File: src/rtl/dmem_arbiter.sv
// Two-port arbiter/sequencer for a single-port word memory: sub-word store via read-modify-write,
// load lane extraction with sign/zero extend. Define DMEM_ARB_CORE_PRIO_EN for fixed port-0 priority.
module dmem_arbiter #(
    parameter int ADDR_W = 5,
    parameter int DATA_W = 32
) (
    input  logic              clk_i,
    input  logic              reset_n,
    input  logic              p0_req_i,
    input  logic              p0_we_i,
    input  logic [1:0]        p0_size_i,
    input  logic              p0_uns_i,
    input  logic [ADDR_W-1:0] p0_addr_i,
    input  logic [DATA_W-1:0] p0_wdata_i,
    output logic [DATA_W-1:0] p0_rdata_o,
    output logic              p0_ack_o,
    output logic              p0_err_o,
    input  logic              p1_req_i,
    input  logic              p1_we_i,
    input  logic [1:0]        p1_size_i,
    input  logic              p1_uns_i,
    input  logic [ADDR_W-1:0] p1_addr_i,
    input  logic [DATA_W-1:0] p1_wdata_i,
    output logic [DATA_W-1:0] p1_rdata_o,
    output logic              p1_ack_o,
    output logic              p1_err_o,
    output logic [ADDR_W-1:0] mem_addr_o,
    output logic [DATA_W-1:0] mem_wdata_o,
    output logic              mem_we_o,
    output logic              mem_re_o,
    input  logic [DATA_W-1:0] mem_rdata_i
);

    localparam logic [2:0] ST_IDLE   = 3'd0;
    localparam logic [2:0] ST_READ   = 3'd1;
    localparam logic [2:0] ST_RMW_WR = 3'd2;
    localparam logic [2:0] ST_WRITE  = 3'd3;
    localparam logic [2:0] ST_RESP   = 3'd4;

    logic [2:0]        state_reg;
    logic              gnt_reg;
    logic              we_reg;
    logic [1:0]        size_reg;
    logic              uns_reg;
    logic [ADDR_W-1:0] addr_reg;
    logic [DATA_W-1:0] wdata_reg;
    logic              err_reg;
    logic [DATA_W-1:0] word_reg;

    logic              grant_sel;
    logic              any_req;
    logic              req_we;
    logic              req_uns;
    logic [1:0]        req_size;
    logic [ADDR_W-1:0] req_addr;
    logic [DATA_W-1:0] req_wdata;
    logic              req_bad;

    assign any_req = p0_req_i | p1_req_i;

`ifdef DMEM_ARB_CORE_PRIO_EN
    assign grant_sel = !p0_req_i;
`else
    logic rr_ptr_reg;

    assign grant_sel = (p0_req_i && p1_req_i) ? rr_ptr_reg : !p0_req_i;

    // Pointer only moves on contention so a lone requester never loses its turn.
    always_ff @(posedge clk_i or negedge reset_n) begin
        if (!reset_n) begin
            rr_ptr_reg <= 1'b0;
        end else if (state_reg == ST_IDLE && p0_req_i && p1_req_i) begin
            rr_ptr_reg <= !grant_sel;
        end
    end
`endif

    assign req_we    = grant_sel ? p1_we_i    : p0_we_i;
    assign req_uns   = grant_sel ? p1_uns_i   : p0_uns_i;
    assign req_size  = grant_sel ? p1_size_i  : p0_size_i;
    assign req_addr  = grant_sel ? p1_addr_i  : p0_addr_i;
    assign req_wdata = grant_sel ? p1_wdata_i : p0_wdata_i;

    assign req_bad = (req_size == 2'b11)
                   || (req_size == 2'b01 && req_addr[0])
                   || (req_size == 2'b10 && req_addr[1:0] != 2'b00);

    always_ff @(posedge clk_i or negedge reset_n) begin
        if (!reset_n) begin
            state_reg <= ST_IDLE;
            gnt_reg   <= 1'b0;
            we_reg    <= 1'b0;
            size_reg  <= 2'b00;
            uns_reg   <= 1'b0;
            addr_reg  <= '0;
            wdata_reg <= '0;
            err_reg   <= 1'b0;
            word_reg  <= '0;
        end else begin
            case (state_reg)
                ST_IDLE: begin
                    if (any_req) begin
                        gnt_reg   <= grant_sel;
                        we_reg    <= req_we;
                        size_reg  <= req_size;
                        uns_reg   <= req_uns;
                        addr_reg  <= req_addr;
                        wdata_reg <= req_wdata;
                        err_reg   <= req_bad;
                        if (req_bad)
                            state_reg <= ST_RESP;
                        else if (req_we && req_size == 2'b10)
                            state_reg <= ST_WRITE;
                        else
                            state_reg <= ST_READ;
                    end
                end
                // A store reaching READ is always sub-word, so we_reg doubles as the RMW flag.
                ST_READ: begin
                    word_reg  <= mem_rdata_i;
                    state_reg <= we_reg ? ST_RMW_WR : ST_RESP;
                end
                ST_RMW_WR: state_reg <= ST_RESP;
                ST_WRITE:  state_reg <= ST_RESP;
                ST_RESP:   state_reg <= ST_IDLE;
                default:   state_reg <= ST_IDLE;
            endcase
        end
    end

    logic [DATA_W-1:0] merged;

    genvar gi;
    generate
        for (gi = 0; gi < 4; gi++) begin : g_lane
            localparam logic [1:0] LANE = 2'(gi);
            logic       hit;
            logic [7:0] src;
            assign hit = (size_reg == 2'b00) ? (addr_reg[1:0] == LANE) : (addr_reg[1] == LANE[1]);
            assign src = (size_reg == 2'b00 || !LANE[0]) ? wdata_reg[7:0] : wdata_reg[15:8];
            assign merged[8*gi +: 8] = hit ? src : word_reg[8*gi +: 8];
        end
    endgenerate

    logic [15:0]       lane_data;
    logic [DATA_W-1:0] load_data;

    assign lane_data = 16'(word_reg >> {addr_reg[1:0], 3'b000});

    always_comb begin
        load_data = '0;
        if (!we_reg && !err_reg) begin
            case (size_reg)
                2'b00:   load_data = uns_reg ? {24'd0, lane_data[7:0]}
                                             : {{24{lane_data[7]}}, lane_data[7:0]};
                2'b01:   load_data = uns_reg ? {16'd0, lane_data}
                                             : {{16{lane_data[15]}}, lane_data};
                default: load_data = word_reg;
            endcase
        end
    end

    logic resp;

    assign resp       = (state_reg == ST_RESP);
    assign p0_ack_o   = resp && !gnt_reg;
    assign p1_ack_o   = resp && gnt_reg;
    assign p0_err_o   = p0_ack_o && err_reg;
    assign p1_err_o   = p1_ack_o && err_reg;
    assign p0_rdata_o = p0_ack_o ? load_data : '0;
    assign p1_rdata_o = p1_ack_o ? load_data : '0;

    assign mem_re_o    = (state_reg == ST_READ);
    assign mem_we_o    = (state_reg == ST_RMW_WR) || (state_reg == ST_WRITE);
    assign mem_addr_o  = (mem_re_o || mem_we_o) ? {addr_reg[ADDR_W-1:2], 2'b00} : '0;
    assign mem_wdata_o = (state_reg == ST_RMW_WR) ? merged
                       : (state_reg == ST_WRITE)  ? wdata_reg : '0;

endmodule

File: config.mk
export PLATFORM = sky130hd
export DESIGN_NAME = dmem_arbiter
export DESIGN_NICKNAME = d
export VERILOG_FILES = /design/src/rtl/dmem_arbiter.sv
export SDC_FILE = /design/constraint.sdc
export NUM_CORES = 1
export LEC_CHECK = 0
export BUFFER_PORTS_ARGS = -buffer_cell sky130_fd_sc_hd__buf_4
export CORE_MARGIN = 1
export CORE_UTILIZATION = 30
export DETAILED_ROUTE_END_ITERATION = 8
export PLACE_DENSITY_LB_ADDON = 0.3
export RECOVER_POWER = 100
export SLEW_MARGIN = 30
export SYNTH_ARGS = -nofsm -noshare
export SYNTH_HDL_FRONTEND = slang
export SYNTH_SLANG_ARGS = --single-unit
export TNS_END_PERCENT = 5
File: constraint.sdc
create_clock -name clk_i -period 3.1 [get_ports clk_i]
set_input_delay 0.155 -clock clk_i [delete_from_list [all_inputs] [get_ports clk_i]]
set_output_delay 0.155 -clock clk_i [all_outputs]
set_load 0.01 [all_outputs]
==> results.json <==
{
  "violations": "capacitance limit, slew limit",
  "postSynth.asyncResetShare": 1.00,
  "grt_antenna_before_repair": 0,
  "detailedRoute.firstIterationViolations": 333,
  "route.detailed.wl_per_inst_um": 18.3,
  "num_antenna_cells": 0,
  "grt_pass1_vias": 4905,
  "edff_count_synth": 0,
  "grt_overflow": 0,
  "number_of_flip_flops_and_latches_in_the_synthesized_netlist": 79,
  "final_util": 0.403,
  "cp_max_fo": 16,
  "final_nets": 939,
  "worst_setup_ep_type": "output port",
  "gp_congestion": 0.823,
  "synth.lib_cells_used.distinct": 49,
  "pwr_density_cell_nw_per_um2": 940,
  "floorplan.core_area_um2": 18000,
  "synth_xor_area_frac": 0.00159,
  "ir_drop_v": 0.000405,
  "clk_path_buf_depth": 2,
  "fmax_ghz": 0.356,
  "slew_viol_final": 41,
  "syn_area_per_cell_um2": 8.86,
  "ys_warn_count": 0,
  "total_leakage_power_nw": 3.19,
  "grt_start_max_net_pins": 41,
  "clk_transition_reported_paths_ns": 0.06,
  "whs_ns": 0.0367,
  "post_layout_nonfiller_instances": 1053,
  "vias": 5213,
  "row_count": 49,
  "setup_viol": 0,
  "part_of_the_yosys_area_used_for_sequential_elements": 0.359,
  "hold_class": "in2reg",
  "result_of_the_run": "finished, violations left",
  "number_of_buffers_created_by_cts": 9,
  "die_height_um": 137,
  "remaining_drc_errors": 0,
  "muxShareOfSynthArea": 0.237,
  "post_synth_and_or_nand_nor_area_fraction": 0.184,
  "worst_ep_arrival_ns": 2.66,
  "max-slew-margin-rel": -0.602,
  "synth_fa_ha_area_frac": 0,
  "clock_insertion_delay_worst_skew_ns": 0.35,
  "netlist_instances": 621,
  "dpl.hpwl_um": 14900,
  "starting_density": 0.306,
  "finalWorstPathRequiredPeriod_ns": 2.81,
  "critPathRequiredTime_ns": 2.94,
  "port_buffers": 222,
  "drive_gt1_frac": 0.268,
  "fp.dieW_um": 137,
  "syn-cell-area_um2": 5500,
  "fin_ws_ns": 0.288,
  "detail-route-antenna-nets": 0,
  "worstSetupStartpointType": "flip-flop",
  "floorplan.die_area_um2": 18900,
  "drv_cap": 1,
  "finalSetupTns_ns": 0,
  "synth_top_flop_cell": "dfrtp_1",
  "unrepaired_setup_endpoints_after_global_routing": "no",
  "number_of_levels_the_h_tree_was_split_into": 3,
  "num-fill-cells": 1991,
  "cts_tree": "built",
  "dp_cells": 1038,
  "cts-root-buf": "clkbuf_16",
  "layout-area-overhead-vs-synth_pct": 31.6,
  "pre_cts_ws_ns": 0.745,
  "type_of_the_worst_setup_path": "reg2out",
  "clock_sink_count": 79,
  "postRouteWirelength_um": 19200,
  "final.period_utilization": 0.907,
  "max_slew.worst_pin.slew_ns": 2.40,
  "final_number_of_hold_violating_endpoints": 0,
  "drt-pass1-iter-count": 5,
  "io_pins": 225,
  "grt_first_pass_wirelength_um": 28600,
  "vias_per_cell": 4.95,
  "grt_usage": 0.206,
  "compound_cell_area_share_of_the_yosys_netlist": 0.161,
  "largest_family_of_logic_cells_by_synthesized_area": "multiplexers",
  "finClkSkew_ns": 0.00627
}
-- cells in the final DEF (no fill, tap or decap), types with 2 or more instances in the layout --
cell type / instances
o21ai_0: 28
nand2_1: 57
nand2b_1: 16
nor3_1: 2
conb_1: 2
dfrtp_1: 79
and2_1: 4
mux2_2: 40
a211oi_1: 8
clkbuf_16: 9
buf_4: 146
nor2_2: 2
nor2b_1: 8
and2_0: 2
buf_12: 2
nand3b_1: 2
mux2i_1: 82
a2bb2oi_1: 7
inv_1: 4
clkbuf_8: 2
nand3_1: 18
o21ai_2: 6
a21oi_1: 59
and3_1: 2
o22ai_1: 8
clkbuf_2: 2
o21a_1: 3
o221ai_1: 8
nand3_4: 2
nor2_1: 98
clkbuf_1: 90
nor4_1: 2
-- path summary, 6_finish.rpt --
path	startpoint	endpoint	slack, ns	depth (start not counted)
setup / recovery	state_reg[1]	p0_rdata_o[28]	0.29	7
hold / removal	mem_rdata_i[1]	word_reg[1]	0.04	2
setup reg to reg	state_reg[0]	wdata_reg[14]	0.38	6
hold reg to reg	addr_reg[3]	addr_reg[3]	0.52	2
max in group asynchronous	reset_n	wdata_reg[14]	0.64	2
min in group asynchronous	reset_n	word_reg[31]	1.09	2
-- layout make-up --
type | instances | area (um^2) | area share
Inverter | 6 | 22.5 | 0.00311
Clock buffer | 13 | 260 | 0.0359
Sequential cell | 79 | 1980 | 0.273
Timing Repair Buffer | 239 | 1490 | 0.205
Tap cell | 229 | 287 | 0.0396
Multi-Input combinational cell | 486 | 3200 | 0.442
Clock inverter | 1 | 5.00 | 0.000691
-- report_power, final --
group	switching, W	leakage (nW)	internal [W]	total, W
Sequential	0.000832	0.904	0.00155	0.00239
Clock	0.000411	0.132	0.000576	0.000988
Combinational	0.00190	2.15	0.00154	0.00343
-- critical path: stages, from the launching register on --
cell	delay [ns]
dfrtp_1	0.44
nor2_1	0.27
nand3b_2	0.34
inv_1	0.33
and3_1	0.56
nand2_1	0.10
nand2_1	0.09
clkbuf_1	0.18
-- metrics by stage --
stage	power, W	instance area [um^2]
after floorplan	0.00467	5500
after global placement	0.00596	7350
after detailed placement	0.00601	7350
after CTS	0.00703	7620
after global routing	0.00732	7240
final	0.00681	7240
-- Yosys cell counts (9+ instances only) --
master,n,area share
nor2_1,97,0.066
mux2i_1,82,0.15
dfrtp_1,79,0.36
a21oi_1,59,0.054
nand2_1,57,0.039
mux2_2,40,0.082
buf_2,25,0.023
o21ai_0,24,0.022
nand3_1,18,0.016
nand2b_1,16,0.018
o21ai_2,11,0.018
buf_4,10,0.014
clkbuf_1,10,0.0068
nor2b_1,9,0.010
-- routing by layer --
layer | vias to the layer above | GRT usage | wire, um
met5 | - | 0 | 0
met2 | 201 | 0.339 | 9090
met4 | 0 | 0.0317 | 104
met3 | 8 | 0.0548 | 1490
met1 | 2426 | 0.274 | 8560
li1 | 2578 | - | -
-- cells by family (layout without fill, tap and decap cells) --
group | after synthesis | after routing
compound gates | 138 | 138
xor+xnor | 1 | 1
buf+inv | 57 | 259
flops | 79 | 79
mux | 124 | 124
other cells | 1 | 2
simple gates | 221 | 221
-- timing repair --
item,CTS,global route
setup endpoints to repair,0,0
gates resized for setup,0,0
hold buffers,1,0
endpoints found under the hold margin,38,0
buffers inserted,0,0
No activity file was read; power rests on OpenSTA's default activity.
